File: src/rtl/palette_fade_lut.sv
// Colour-index to RGB565 lookup through a writable palette RAM, with a
// transparency flag and a tick-driven global brightness fade on the output stage.

module palette_fade_scale #(
    parameter int W = 5
) (
    input  logic [W-1:0] i_c,
    input  logic [4:0]   i_lvl,
    output logic [W-1:0] o_c
);
    logic [W+4:0] w_prod;

    // The product never exceeds c*16, so truncating after >>4 drops nothing.
    assign w_prod = {5'b0, i_c} * {{W{1'b0}}, i_lvl};
    assign o_c    = W'(w_prod >> 4);
endmodule

module palette_fade_lut #(
    parameter int INDEX_W    = 4,
    parameter int NUM_PAL    = 4,
    parameter int TRANSP_EN  = 1,
    parameter int TRANSP_IDX = 0,
    localparam int PAL_W     = (NUM_PAL > 1) ? $clog2(NUM_PAL) : 1
) (
    input  logic               i_clk,
    input  logic               i_rst,
    input  logic               i_pix_valid_in,
    input  logic [INDEX_W-1:0] i_pix_index,
    input  logic [PAL_W-1:0]   i_pal_sel,
    input  logic               i_wr_en,
    input  logic [PAL_W-1:0]   i_wr_pal,
    input  logic [INDEX_W-1:0] i_wr_index,
    input  logic [15:0]        i_wr_data,
    input  logic               i_fade_start,
    input  logic               i_fade_dir,
    input  logic               i_fade_tick,
    output logic               o_fade_busy,
    output logic [4:0]         o_fade_level,
    output logic               o_out_valid,
    output logic [15:0]        o_out_rgb,
    output logic               o_out_transp
);
    localparam int DEPTH = 2 ** INDEX_W;

    typedef enum logic {IDLE, FADING} state_t;

    logic [15:0]  r_ram [NUM_PAL][DEPTH];
    logic [1:0]   r_vld_pipe;
    logic [15:0]  r_s1_rgb;
    logic         r_s1_transp;
    logic [15:0]  r_out_rgb;
    logic         r_out_transp;
    state_t       r_state, w_state_nxt;
    logic [4:0]   r_level, w_level_nxt;
    logic         r_dir, w_dir_nxt;
    logic [4:0]   w_target;
    logic         w_wr_ok, w_rd_ok, w_transp;
    logic [15:0]  w_rd_data, w_scaled;

    assign w_wr_ok   = ({1'b0, i_wr_pal}  < (PAL_W+1)'(NUM_PAL));
    assign w_rd_ok   = ({1'b0, i_pal_sel} < (PAL_W+1)'(NUM_PAL));
    assign w_rd_data = w_rd_ok ? r_ram[i_pal_sel][i_pix_index] : 16'h0000;
    assign w_transp  = (TRANSP_EN != 0) && (i_pix_index == INDEX_W'(TRANSP_IDX));

    // Writes and the stage-1 read share an edge, so a same-entry lookup sees old data.
    always_ff @(posedge i_clk or posedge i_rst) begin
        if (i_rst) begin
            for (int p = 0; p < NUM_PAL; p++)
                for (int i = 0; i < DEPTH; i++)
                    r_ram[p][i] <= 16'h0000;
        end else if (i_wr_en && w_wr_ok) begin
            r_ram[i_wr_pal][i_wr_index] <= i_wr_data;
        end
    end

    always_ff @(posedge i_clk or posedge i_rst) begin
        if (i_rst) begin
            r_vld_pipe   <= '0;
            r_s1_rgb     <= 16'h0000;
            r_s1_transp  <= 1'b0;
            r_out_rgb    <= 16'h0000;
            r_out_transp <= 1'b0;
        end else begin
            r_vld_pipe   <= {r_vld_pipe[0], i_pix_valid_in};
            r_s1_rgb     <= w_rd_data;
            r_s1_transp  <= w_transp;
            r_out_rgb    <= w_scaled;
            r_out_transp <= r_s1_transp;
        end
    end

    // Scaled with the level being loaded on this same edge.
    palette_fade_scale #(.W(5)) u_scale_r (
        .i_c(r_s1_rgb[15:11]), .i_lvl(w_level_nxt), .o_c(w_scaled[15:11]));
    palette_fade_scale #(.W(6)) u_scale_g (
        .i_c(r_s1_rgb[10:5]),  .i_lvl(w_level_nxt), .o_c(w_scaled[10:5]));
    palette_fade_scale #(.W(5)) u_scale_b (
        .i_c(r_s1_rgb[4:0]),   .i_lvl(w_level_nxt), .o_c(w_scaled[4:0]));

    always_ff @(posedge i_clk or posedge i_rst) begin
        if (i_rst) begin
            r_state <= IDLE;
            r_level <= 5'd16;
            r_dir   <= 1'b0;
        end else begin
            r_state <= w_state_nxt;
            r_level <= w_level_nxt;
            r_dir   <= w_dir_nxt;
        end
    end

    always_comb begin
        w_state_nxt = r_state;
        w_level_nxt = r_level;
        w_dir_nxt   = r_dir;
        w_target    = r_dir ? 5'd16 : 5'd0;
        case (r_state)
            IDLE: begin
                if (i_fade_start && (r_level != (i_fade_dir ? 5'd16 : 5'd0))) begin
                    w_dir_nxt   = i_fade_dir;
                    w_state_nxt = FADING;
                end
            end
            FADING: begin
                if (i_fade_tick) begin
                    w_level_nxt = r_dir ? (r_level + 5'd1) : (r_level - 5'd1);
                    if (w_level_nxt == w_target)
                        w_state_nxt = IDLE;
                end
            end
            default: w_state_nxt = IDLE;
        endcase
    end

    assign o_fade_busy  = (r_state == FADING);
    assign o_fade_level = r_level;
    assign o_out_valid  = r_vld_pipe[1];
    assign o_out_rgb    = r_out_rgb;
    assign o_out_transp = r_out_transp;
endmodule

File: config.mk
export PLATFORM = sky130hd
export DESIGN_NAME = palette_fade_lut
export DESIGN_NICKNAME = d
export VERILOG_FILES = /design/src/rtl/palette_fade_lut.sv
export SDC_FILE = /design/constraint.sdc
export NUM_CORES = 2
export LEC_CHECK = 0
export BUFFER_PORTS_ARGS = -buffer_cell sky130_fd_sc_hd__buf_2
export CORE_MARGIN = 1
export CORE_UTILIZATION = 65
export DETAILED_ROUTE_END_ITERATION = 7
export MAX_ROUTING_LAYER = met4
export PLACE_DENSITY_LB_ADDON = 0.15
export SLEW_MARGIN = 20
export SYNTH_ARGS = -nofsm -noshare
export SYNTH_HDL_FRONTEND = slang
export SYNTH_HIERARCHICAL = 1
export SYNTH_SLANG_ARGS = --single-unit
File: constraint.sdc
create_clock -name i_clk -period 76.5 [get_ports i_clk]
set_clock_uncertainty 0.2 [all_clocks]
set_input_delay 0 -clock i_clk [delete_from_list [all_inputs] [get_ports i_clk]]
set_output_delay 0 -clock i_clk [all_outputs]
set_load 0.01 [all_outputs]
# [Word-level counts from Yosys, hierarchy flattened]
# Cells that the tools add are included.
[totals] regBits=1067 inputBits=35 out_inout_bits=24
[classes] n_addsub=2 multipliers=3 order_cmp=6 n_eq_ne=2 n_mux=20 n_bitwise=5 reduce_logical=5
[ops] cell="1024-bit bitwise mux" count=1
[ops] cell="256-bit 2-to-1 mux" count=3
[ops] cell="256-bit binary-select mux with 2-bit select" count=1
[ops] cell="256-bit demux with 2-bit select" count=1
[ops] cell="16-bit binary-select mux with 4-bit select" count=1
[ops] cell="16-bit demux with 4-bit select" count=1
[ops] cell="16-bit 2-to-1 mux" count=3
[ops] cell="5-bit 2-to-1 mux" count=5
[ops] cell="5-bit by 5-bit multiplier with 9-bit output" count=2
[ops] cell="5-bit greater-or-equal comparator (second input constant)" count=2
[ops] cell="6-bit by 5-bit multiplier with 10-bit output" count=1
[ops] cell="4-bit NOT with 5-bit output" count=2
[ops] cell="3-bit greater-or-equal comparator (second input constant)" count=2
[ops] cell="2-bit NOT with 3-bit output" count=2
[ops] cell="5-bit by 1-bit adder with 5-bit output (second input constant)" count=1
[ops] cell="5-bit == test" count=1
[ops] cell="5-bit by 1-bit < comparator with 1-bit output (second input constant)" count=1
[ops] cell="5-bit != test" count=1
[ops] cell="5-bit by 1-bit subtractor with 5-bit output (second input constant)" count=1
[ops] cell="4-bit zero test" count=1
[ops] cell="1-bit logical AND" count=3
[ops] cell="3-bit by 1-bit < comparator with 1-bit output (second input constant)" count=1
[ops] cell="1-bit 2-to-1 mux" count=3
[ops] cell="1-bit case mux with 2 select lines" count=1
[ops] cell="other kinds (2)" count=2

# [Depth between registers and ports, before layout]
[logic_depth] word_depth=8 ltp_mapped=19 ltp_nobuf=19

# [Modules after synthesis]
# Netlist, hierarchy kept.
[by_module_without_submodules] module="palette_fade_lut" instances=1 cells_per_inst=3080 area_per_inst_um2=47779.6
[by_module_without_submodules] module="palette_fade_scale (u_scale_b ...)" instances=2 cells_per_inst=75 area_per_inst_um2=658.1
[by_module_without_submodules] module="palette_fade_scale (u_scale_g)" instances=1 cells_per_inst=89 area_per_inst_um2=744.5

# [Worst setup path before layout]
# Ideal clock, no wire load.
[synth_timing] path_kind="reg-to-reg" start="reg r_dir" end="reg r_out_rgb[10], in the netlist o_out_rgb[10]" arrival_ps=4728 path_slack_ps=71492 stages_incl_launch_ff=20 n_path_buf=0 path_cell_list="dfrtp_1 -> inv_1 -> ha_1 -> nor2b_1 -> o21a_1 -> or3_1 -> a21oi_1 -> xor2_1 -> and2_1 -> fa_1 -> inv_1 -> fa_1 -> fa_1 -> inv_1 -> ha_1 -> nand3_1 -> nand2_1 -> a41o_1 -> a31oi_1 -> xnor2_1"
[synth_between] elab_chain_len=4
[synth_rtl] item="start, declared" line="55" text="logic r_dir, w_dir_nxt;"
[synth_rtl] item="start signal, assigned" line="108" text="r_dir <= w_dir_nxt;"
[synth_rtl] item="5-bit 2-to-1 mux" line="126" text="w_level_nxt = r_dir ? (r_level + 5'd1) : (r_level - 5'd1);"
[synth_rtl] item="5-bit 2-to-1 mux" line="125" text="if (i_fade_tick) begin"
[synth_rtl] item="5-bit 2-to-1 mux" line="117" text="case (r_state)"
[synth_rtl] item="named net w_level_nxt[4]" line="54" text="logic [4:0] r_level, w_level_nxt;"
[synth_rtl] item="6-bit by 5-bit multiplier with 10-bit output" line="14" text="assign w_prod = {5'b0, i_c} * {{W{1'b0}}, i_lvl};"
[synth_rtl] item="named net w_scaled[10]" line="58" text="logic [15:0] w_rd_data, w_scaled;"
[synth_rtl] item="end signal, assigned" line="87" text="r_out_rgb <= w_scaled;"
[synth_rtl] item="end, declared" line="51" text="logic [15:0] r_out_rgb;"
# The timed path passes the listed nets, and every way through them passes these cells.
# A chain may end at the register's enable or synchronous reset.

# [Worst setup path in the final report]
[layout_timing] start="reg r_dir" end="reg r_out_rgb[15], in the netlist o_out_rgb[15]"
[layout_between] elab_chain_len=4
[layout_rtl] item="5-bit 2-to-1 mux" line="126"
[layout_rtl] item="5-bit 2-to-1 mux" line="125"
[layout_rtl] item="5-bit 2-to-1 mux" line="117"
[layout_rtl] item="named net w_level_nxt[4]" line="54"
[layout_rtl] item="5-bit by 5-bit multiplier with 9-bit output" line="14"
[layout_rtl] item="named net w_scaled[15]" line="58"
# The timed path passes the listed nets, and every way through them passes these cells.

==> results.txt <==
status -> finished, violations left
failing checks -> negative hold slack
register bit total from synthesis -> 1067
Ys Warns -> 6
CP Launch Type -> register
GR peak layer -> met2
CP Capture Type -> register
first-pass GRT wire length -> 196000 µm
Post-DP Area -> 0.0507 mm²
Port Buf Inserts -> 58
Post-CTS Resized -> 0
total number of vias -> 29500
vias in the first global route -> 31400
crit path DAT -> 5490 ps
final count of pins violating max slew -> 0
1st-iter DRT viols -> 2525
final instance area -> 0.0548 mm²
synth top area cells -> dfrtp_1 (54%), mux2_2 (23%), mux4_2 (10%), mux2i_1 (1.5%), clkbuf_1 (1.3%)
later-pin clock latency in the skew report -> 690 ps
reg2reg path depth -> 18
IO Count -> 59
f_max -> 196 MHz
CTS clk-pin slew, worst paths -> 60 ps
count leader, synth -> dfrtp_1
pre-CTS setup slack -> 71510 ps
TritonCTS clock tree -> done
initial antenna violation count -> 8
library cells used by synthesis -> 65
met1 Use GR -> 47.1%
worst slew pin tran -> 1180 ps
routing usage on met3 -> 6.01%
largest net degree at the start of global routing -> 203
setup TNS -> 0 ps
setup violators final -> 0
Area growth, synth to finish -> 10.0%
cts hold-fix bufs -> 32
Mapped Area -> 0.0498 mm²
Gate Count Post-Synth -> 3319
ys flop type -> dfrtp_1
Min-Delay Path Class -> input pin to register
Die W -> 279 µm
VDD IR max -> 0.0246 mV
final hold vios -> 1
PD cells -> 28.6 mW/mm²
EDFF count, synth -> 0
hold path cells -> 3
Filler cells -> 4804
Clock Sinks -> 1067
M2 GR Usage -> 53.9%
total CTS buffers -> 109
DR pass1 iterations -> 5
drt wl/cell -> 28.8 µm
post-DP HPWL -> 77600 µm
CP required -> 76900 ps
hold path endpoint -> r_ram[1006]
setup bufs post-CTS -> 0
worst hold slack -> -0.136 ps
DRT Wirelength -> 127000 µm
drt drc -> 0
Initial Util -> 65.6%
hold wc startpoint -> i_wr_data[14]
maximum level of the CTS H-tree -> 3
Post-DRT Antenna Nets -> 0
R2R Setup Slk -> 71410 ps
period utilization -> 6.65%
R2R Path Start -> r_dir
leakage -> 25.9 nW
vias per inst -> 6.68
Die ar. -> 0.0778 mm²
worst r2r dst -> o_out_rgb[15]
Clock Tree Buf Depth -> 3
min Tclk post-route -> 5090 ps
post-synthesis sequential area ratio -> 53.6%
Die H -> 279 µm
gr ovfl total -> 0
fin worst setup slack -> 71410 ps
Rows -> 101
post-synth top area share -> 53.5%
async set-reset flop share out of synthesis -> 100%
gr usage total -> 34.8%
MaxCap Viol Count -> 0
core area -> 0.0759 mm²
RSZ-0062 raised after global routing -> false
max_slew headroom -> 21.3%
Syn Nets -> 3429
syn_area_per_cell -> 15.0 µm²
# nets final -> 3400
cell type with the largest total area after synthesis -> dfrtp_1
gp weighted congestion -> 0.893
share of cells above drive strength 1 -> 47.0%
Root Driver -> clkbuf_16
critical path class -> register to register
critical path peak fanout -> 17
Synth top cells by count -> dfrtp_1 (1066), mux2_2 (1028), mux4_2 (225), clkbuf_1 (168), nand2_1 (93)
[stage by stage]
step                      hold slack [ps]  power (mW)  utilization [%]  instances
after floorplan                      -169       0.926                -       3319
after global placement              -91.0       0.992             66.7       4176
after detailed placement            -90.7        1.02             66.7       4176
after CTS                            3.56        1.57             72.1       4413
after global routing                 20.0        1.64             72.2       4418
final                              -0.136        1.57             72.2       4418
[power by group]
part           total, mW  internal [mW]  switching (mW)
Combinational      0.325          0.160           0.165
Clock              0.556          0.332           0.224
Sequential         0.689          0.645          0.0442
[state kept, by name, summed over array words and instances (netlist names)]
signal / cells
r_vld_pipe: 2
o_out_transp: 1
r_dir: 1
o_out_rgb: 16
o_fade_level: 5
r_s1_rgb: 16
o_fade_busy: 1
r_s1_transp: 1
r_ram: 1024
[final cells by class]
cell class	instances	area [µm²]	share of cell area (%)
multi-input cells	1931	21800	39.7
flip-flops and latches	1067	26700	48.7
clock inverters	45	573	1.04
inverters	37	146	0.267
repair buffers	144	1100	2.01
clock buffers	160	3230	5.88
diodes	4	10.0	0.0183
well taps	1030	1290	2.35
[per-layer routing]
metal	vias up	wire, µm
li1	12200	-
met1	16100	53000
met2	994	61300
met3	254	8500
met4	0	4480
met5	-	0
[placed cells by master (no fill, tap or decap), types with 12 or more instances in the layout]
master and instances:
a21oi_1 22, a22oi_1 23, and2_1 39, buf_2 55
buf_4 48, bufinv_16 12, clkbuf_1 26, clkbuf_16 114
clkbuf_8 20, clkinv_2 25, dfrtp_1 1066, dlygate4sd3_1 32
fa_1 25, ha_1 50, inv_1 35, mux2_2 1028
mux2i_1 76, mux4_2 225, nand2_1 93, nand3_1 19
nor2_1 36, nor2_2 15, nor3_1 20, o21ai_0 30
o22ai_1 55, xnor2_1 20
[worst max-delay path, stage by stage (launching register included)]
cell and delay [ps]:
dfrtp_1 440, inv_1 120, ha_1 330, nor2b_1 150, o21a_1 200, or3_1 320
a21oi_1 180, xor2_1 170, buf_4 230, nand2_1 100, fa_1 500, fa_1 430
fa_1 520, inv_1 50, ha_1 340, nand3_1 170, o211ai_2 120, o41ai_2 280
xnor2_1 160
[logic make-up after synthesis]
| logic type | count (synthesis) | share of synthesized area [%] |
|---|---|---|
| fa+ha+maj | 75 | 2.26 |
| simple gates | 284 | 2.94 |
| flops | 1067 | 53.6 |
| buf+inv | 321 | 2.74 |
| xor+xnor | 28 | 0.492 |
| mux | 1334 | 35.0 |
| compound gates | 210 | 2.95 |
[how the worst max path moves through the flow]
| stage | start | to | slack, ps | cells past startpoint |
|---|---|---|---|---|
| 3_3_place_gp | r_dir | o_out_rgb[10] | 71580 | 20 |
| 3_5_place_dp | r_dir | o_out_rgb[15] | 71510 | 18 |
| 4_1_cts | r_dir | o_out_rgb[10] | 71470 | 20 |
| 2_1_floorplan | i_rst | o_fade_busy | 46270 | 1 |
| 5_1_grt | r_dir | o_out_rgb[10] | 71150 | 20 |
| 6_report | r_dir | o_out_rgb[15] | 71410 | 18 |
Note: power is estimated with default switching activity, not from simulation.
